==> src/rtl/alu_ctrl_sequencer.sv <==
// Multi-cycle control sequencer sitting in front of the datapath ALU.
// Walks each instruction through fetch (T0-T2) and execute (T3-T5), emitting
// the bus/register strobes and the ALU op code. All outputs are Moore outputs
// decoded from registered state, so they are stable for the whole cycle.
module alu_ctrl_sequencer #(
    parameter int OP_W    = 5,
    parameter int IR_W    = 32,
    parameter int OPC_MSB = 31
) (
    input  logic            clk,
    input  logic            reset,
    input  logic            run,
    input  logic            mem_ready,
    input  logic [IR_W-1:0] ir,
    output logic [OP_W-1:0] alu_op,
    output logic            inc_pc,
    output logic            pc_out,
    output logic            pc_in,
    output logic            mar_in,
    output logic            mem_read,
    output logic            mdr_in,
    output logic            mdr_out,
    output logic            ir_in,
    output logic            y_in,
    output logic            z_in,
    output logic            zlow_out,
    output logic            gra,
    output logic            grb,
    output logic            grc,
    output logic            r_in,
    output logic            r_out,
    output logic            busy,
    output logic            illegal,
    output logic [2:0]      step
);

    // The state encoding doubles as the externally visible step code.
    typedef enum logic [2:0] {
        S_IDLE    = 3'd0,
        S_T0      = 3'd1,
        S_T1      = 3'd2,
        S_T2      = 3'd3,
        S_T3      = 3'd4,
        S_T4      = 3'd5,
        S_T5      = 3'd6,
        S_ILLEGAL = 3'd7
    } state_t;

    localparam logic [OP_W-1:0] OPC_NOP = OP_W'(7);
    localparam logic [OP_W-1:0] ALU_ADD = OP_W'(2);

    state_t          state;
    state_t          state_next;
    logic [OP_W-1:0] opcode;
    logic [OP_W-1:0] opc_q;
    logic            illegal_q;
    logic            unused_ir;

    assign opcode = ir[OPC_MSB -: OP_W];

    // Only the opcode field is decoded; fold the whole IR so no bit is left dangling.
    assign unused_ir = ^ir;

    // State register, latched opcode for T4 and the sticky illegal flag.
    always_ff @(posedge clk) begin
        // NOTE: sequential state uses non-blocking assignments so every
        // register samples the pre-edge values, independent of statement order.
        if (reset) begin
            state     <= S_IDLE;
            opc_q     <= '0;
            illegal_q <= 1'b0;
        end else begin
            state <= state_next;
            // Capture the opcode while it is being decoded so T4 drives the
            // ALU from registered state, not from whatever IR holds later.
            if (state == S_T3) begin
                opc_q <= opcode;
                if (opcode > OPC_NOP) begin
                    illegal_q <= 1'b1;
                end
            end
        end
    end

    // Next-state selection and Moore output decode for the current state.
    always_comb begin
        // NOTE: every output gets a default before the case so that no path
        // leaves a signal unassigned, which would otherwise infer a latch.
        state_next = state;
        alu_op     = '0;
        inc_pc     = 1'b0;
        pc_out     = 1'b0;
        pc_in      = 1'b0;
        mar_in     = 1'b0;
        mem_read   = 1'b0;
        mdr_in     = 1'b0;
        mdr_out    = 1'b0;
        ir_in      = 1'b0;
        y_in       = 1'b0;
        z_in       = 1'b0;
        zlow_out   = 1'b0;
        gra        = 1'b0;
        grb        = 1'b0;
        grc        = 1'b0;
        r_in       = 1'b0;
        r_out      = 1'b0;
        busy       = 1'b1;

        case (state)
            S_IDLE: begin
                busy = 1'b0;
                if (run) begin
                    state_next = S_T0;
                end
            end
            S_T0: begin
                // PC -> MAR while the ALU computes PC + 1 into Z.
                pc_out     = 1'b1;
                mar_in     = 1'b1;
                inc_pc     = 1'b1;
                z_in       = 1'b1;
                alu_op     = ALU_ADD;
                state_next = S_T1;
            end
            S_T1: begin
                // Z -> PC and start the memory read; repeats until memory answers.
                zlow_out = 1'b1;
                pc_in    = 1'b1;
                mem_read = 1'b1;
                mdr_in   = 1'b1;
                if (mem_ready) begin
                    state_next = S_T2;
                end
            end
            S_T2: begin
                mdr_out    = 1'b1;
                ir_in      = 1'b1;
                state_next = S_T3;
            end
            S_T3: begin
                if (opcode < OPC_NOP) begin
                    grb        = 1'b1;
                    r_out      = 1'b1;
                    y_in       = 1'b1;
                    state_next = S_T4;
                end else if (opcode == OPC_NOP) begin
                    state_next = run ? S_T0 : S_IDLE;
                end else begin
                    state_next = S_ILLEGAL;
                end
            end
            S_T4: begin
                // Unary ops still present Rc on the bus; the ALU ignores B.
                grc        = 1'b1;
                r_out      = 1'b1;
                z_in       = 1'b1;
                alu_op     = opc_q;
                state_next = S_T5;
            end
            S_T5: begin
                zlow_out   = 1'b1;
                gra        = 1'b1;
                r_in       = 1'b1;
                state_next = run ? S_T0 : S_IDLE;
            end
            S_ILLEGAL: begin
                busy = 1'b0;
            end
            default: begin
                state_next = S_IDLE;
            end
        endcase
    end

    assign illegal = illegal_q;
    assign step    = state;

endmodule

==> config.mk <==
export PLATFORM = sky130hd
export DESIGN_NAME = alu_ctrl_sequencer
export DESIGN_NICKNAME = d
export VERILOG_FILES = /design/src/rtl/alu_ctrl_sequencer.sv
export SDC_FILE = /design/constraint.sdc
export NUM_CORES = 1
export LEC_CHECK = 0
export CAP_MARGIN = 5
export CORE_MARGIN = 5
export CORE_UTILIZATION = 35
export CTS_BUF_LIST = sky130_fd_sc_hd__clkbuf_4 sky130_fd_sc_hd__clkbuf_8
export CTS_CLUSTER_DIAMETER = 80
export DETAILED_ROUTE_END_ITERATION = 10
export DONT_BUFFER_PORTS = 1
export HOLD_SLACK_MARGIN = 0.15
export PLACE_DENSITY = 0.57
export SLEW_MARGIN = 10
export SYNTH_ARGS = -nofsm -noshare
export SYNTH_HDL_FRONTEND = slang
export SYNTH_SLANG_ARGS = --single-unit
==> constraint.sdc <==
create_clock -name clk -period 1.3 [get_ports clk]
set_input_delay 0.26 -clock clk [delete_from_list [all_inputs] [get_ports clk]]
set_output_delay 0.26 -clock clk [all_outputs]
set_load 0.05 [all_outputs]
# Word level (Yosys, flattened, before mapping)
# Cells that the tools add are included.
# classes
n_reduce_logical	7
eq_ne	10
muxes	18
n_lt_le_gt_ge	2
# ops
cell	count
3-bit case mux with 7 select lines	1
3-bit equality test, second input constant	4
3-bit two-way mux	4
1-bit two-way mux	11
5-bit case mux with 2 select lines	1
7-bit nonzero test	1
3-bit by 2-bit equality test with 1-bit output, second input constant	2
2-bit OR reduction	3
5-bit by 3-bit equality test with 1-bit output, second input constant	1
5-bit by 3-bit greater-than comparator with 1-bit output, second input constant	1
5-bit by 3-bit < comparator with 1-bit output, second input constant	1
2-bit inequality test, second input constant	2
3-bit by 1-bit equality test with 1-bit output, second input constant	1
3-bit logical NOT	1
3-bit AND reduction	1
1-bit case mux with 2 select lines	1
2-bit AND reduction	1
# totals
wordCells	40
out_inout_bits	26
reg_bits	9
input_bits	36

# Depth between registers and ports, before layout
# depth
ltp_word	4
mapped_depth	6
mapped_depth_nobuf	4

# Worst setup path before layout
# Ideal clock, no wire load.
# synth_path
kind	register -> output
startpoint	register state[2], in the netlist step[2]
endpoint	output port y_in
setup_slack_ns	-1.667
stages_incl_launch_ff	6
arrival_ns	2.707
path_buffers	2
required_ns	1.040
path_cell_list	dfxtp_1 > nor3b_2 > buf_6 > nand2_1 > nor3_1 > buf_4
# synth_between
elab_chain_len	2
# synth_rtl
element	line_no	rtl
from (decl)	52	state_t state;
from (signal assigned)	73	state <= state_next;
3-bit equality test	--	
1-bit two-way mux	--	
to (decl)	24	output logic y_in,
# Every way passes these cells.

# Worst setup path in the final report
# layout_path
startpoint	register state[0], in the netlist step[0]
endpoint	output port r_out
# layout_between
elab_chain_len	2
elab_cells_between_ends	3
classes_between	eq/ne (2); mux (1)
# layout_rtl
element	line_no	rtl
3-bit equality test	109	case (state)
1-bit case mux with 2 select lines (*)	109	
to (decl)	31	output logic r_out,
# Mark *: on every way between the ends. The rest lies on a longest branch, timed or not.

==> results.rst <==
.. list-table::
   :header-rows: 1

   * - Metric
     - Value
   * - Core area
     - 1520 um^2
   * - Reg clk slew, reported paths
     - 0.06 ns
   * - Syn nets
     - 106
   * - TritonCTS clock tree
     - done
   * - Mean post-synth cell area
     - 8.13 um^2
   * - Overall power consumption
     - 3.56 mW
   * - Number of nets still failing antenna checks after routing
     - 0
   * - RSZ-0062 raised after global routing
     - true
   * - Worst slew margin
     - 65.9%
   * - Cell total after placement
     - 98
   * - Synth-to-Final Area Change
     - 89.7%
   * - Endpoint kind of the worst setup timing path
     - primary output
   * - Count of clock tree sinks
     - 9
   * - Routed wire length on met3
     - 119 um
   * - Total congestion overflow after global routing
     - 0
   * - Total power density per cell area
     - 3300 nW/um^2
   * - Number of distinct library cells after synthesis
     - 26
   * - Height of the die
     - 50.3 um
   * - Worst path cell trace
     - nor3b_4 -> nand2_4 -> o31ai_4 -> buf_12
   * - Root Buffer Master
     - sky130_fd_sc_hd__clkbuf_4
   * - Crit path setup slack, layout
     - -0.331 ns
   * - Top layer in use
     - met3
   * - Yosys top cell area share
     - 31.6%
   * - Area of the die
     - 2530 um^2
   * - Multi-input logic area
     - 434 um^2
   * - Async set or reset register ratio after synthesis
     - 0%
   * - Post-Route Utilization
     - 70.9%
   * - Peak supply drop
     - 1.66 mV
   * - EDFF count, synth
     - 0
   * - Register area share after synthesis
     - 31.6%
   * - Critical path arrival
     - 1.37 ns
   * - Leakage power
     - 0.434 nW
   * - Flip-flop and latch area
     - 191 um^2
   * - Routed metal-1 wire length
     - 645 um
   * - Total of warnings raised by yosys
     - 0
   * - Cell count after synthesis
     - 70
   * - First-pass GRT wire length
     - 2760 um
   * - Highest net fanout along the worst path
     - 5
   * - Cell with the most instances after synthesis
     - sky130_fd_sc_hd__nor2_1
   * - Cell family with most CP delay
     - flip-flops
   * - Post-route fraction of the period consumed by the critical path
     - 125%
   * - DRC violation count after routing
     - 0
   * - Required time at the endpoint of the critical path
     - 1.04 ns
   * - Worst path slowest cell
     - sky130_fd_sc_hd__dfxtp_4
   * - Leading cell types by count after synthesis
     - sky130_fd_sc_hd__nor2_1 (10), sky130_fd_sc_hd__dfxtp_1 (9), sky130_fd_sc_hd__buf_4 (7)
   * - Number of clock buffers inserted by TritonCTS
     - 3
   * - Mean routed wirelength per cell
     - 14.4 um
   * - Result of the run
     - complete, but fails checks
   * - Maximum Capacitance Violations
     - 0
   * - Fin cells
     - 109
   * - Kind of start point of the critical path
     - flip-flop
   * - Summed instance area of the synthesized netlist
     - 569 um^2
   * - Class of the tightest hold or removal check
     - input port to flip-flop
   * - Setup clock skew after layout
     - 0.000585 ns
   * - Starting DRC count in detailed routing
     - 2
   * - Measured slew at the worst slew-check pin
     - 0.511 ns
   * - Via count of the routed design
     - 548
   * - Global-route usage over all layers
     - 13.4%
   * - Maximum clock frequency
     - 613 MHz
   * - Fraction of layout cells with a size suffix above 1
     - 66.7%
   * - Number of hold violations in the final report
     - 0
   * - Met2 WL
     - 809 um
   * - Number of ports placed on the die boundary
     - 62
   * - Number of pins exceeding their max-slew limit in the final report
     - 0
   * - Starting Density
     - 37.4%
   * - Final Wtd Congestion
     - 0.684
   * - Post-detail-place hpwl
     - 1150 um
   * - Horizontal die dimension
     - 50.3 um
   * - Cell types with the largest area share after synthesis
     - sky130_fd_sc_hd__dfxtp_1 (32%), sky130_fd_sc_hd__mux2i_1 (11%), sky130_fd_sc_hd__buf_4 (9.2%), sky130_fd_sc_hd__nor2_1 (6.6%), sky130_fd_sc_hd__and3_1 (5.5%)
   * - Delay of the slowest cell on the worst path
     - 0.37 ns
   * - Pin count of the biggest net entering global routing
     - 10
   * - Clk buf depth
     - 2
   * - Detailed-route vias per instance
     - 5.03
   * - Flip-flop and latch count after synthesis
     - 9
   * - IO buf count
     - 0
   * - Std cell rows
     - 14
   * - Number of H-tree levels
     - 1
   * - 1st-pass router iterations
     - 4
   * - Worst path buffer plus inverter count
     - 1
   * - Final setup fails
     - 23
   * - Most used flip-flop cell after synthesis
     - sky130_fd_sc_hd__dfxtp_1
   * - Crit Path Class
     - flip-flop to primary output
   * - Cell type with the largest total area after synthesis
     - sky130_fd_sc_hd__dfxtp_1
   * - Final-stage net count
     - 130
   * - Number of global-route vias before repair
     - 611
   * - Detailed Route WL
     - 1580 um
   * - Final critical delay including setup and external delays
     - 1.63 ns
   * - Worst skew pair latency
     - 0.25 ns
   * - Number of antenna violations at the first check in global routing
     - 0
   * - Number of fill cells
     - 113
   * - Failing checks
     - negative setup slack
   * - Antenna fix cells
     - 0
[stage by stage]
step / worst slack [ns] / area [um^2] / hold slack [ns] / TNS (ns)
floorplan: -0.627 / 739 / 0.407 / -6.30
detailed placement: -0.106 / 913 / 0.320 / -0.423
global route: -0.387 / 1080 / 0.162 / -6.97
global placement: -0.0884 / 913 / 0.319 / -0.330
finish: -0.331 / 1080 / 0.160 / -5.63
CTS: -0.327 / 1020 / 0.155 / -6.08
[metal layers]
metal / vias up / track usage (%)
li1: 278 / -
met1: 251 / 17.2
met2: 19 / 21.8
met3: 0 / 4.14
met4: 0 / 3.83
met5: - / 0
[logic make-up after synthesis]
logic type	Yosys count	synth area share, %
simple gates	27	24.8
mux	6	10.5
compound gates	12	15.8
buf+inv	16	17.1
flops	9	31.6
[final cells by class]
cell class	instances	share of cell area (%)
multi-input combinational	45	40.2
timing repair buffer	31	35.3
sequential	9	17.7
clock buffer	4	2.78
inverter	4	2.09
tap	16	1.85
[placed cells by master (no fill, tap or decap), drive strengths merged, types with 3 or more instances in the layout]
cell,netlist,final
buf,12,29
nor2,10,10
dfxtp,9,9
mux2i,6,6
and3,5,5
clkbuf,0,5
a21oi,5,5
nand2,3,3
[sequential cells by signal, summed over array words and instances (netlist names)]
name	count
illegal	1
opc_q	5
step	3
[final timing paths]
| check | from | end | slack, ns | cells past startpoint |
|---|---|---|---|---|
| worst min register to register | opc_q[2] | opc_q[2] | 0.50 | 2 |
| worst max register to register | step[0] | step[1] | -0.10 | 8 |
| worst max-delay path | step[0] | r_out | -0.33 | 4 |
| worst min-delay path | ir[29] | opc_q[2] | 0.16 | 2 |
[power breakdown]
group	internal [mW]	switching, mW
clock	0.139	0.0931
sequential	0.387	0.110
combinational	1.22	1.61
total	1.74	1.82
[what timing repair did]
action                     in CTS  in global routing
buffers inserted                3                  3
pin swaps                       4                  4
hold buffers                    1                  0
hold endpoints to repair        9                  0
setup endpoints to repair      22                 25
cloned                          0                  0
resized for setup               8                 11
No activity file was read; power rests on OpenSTA's default activity.
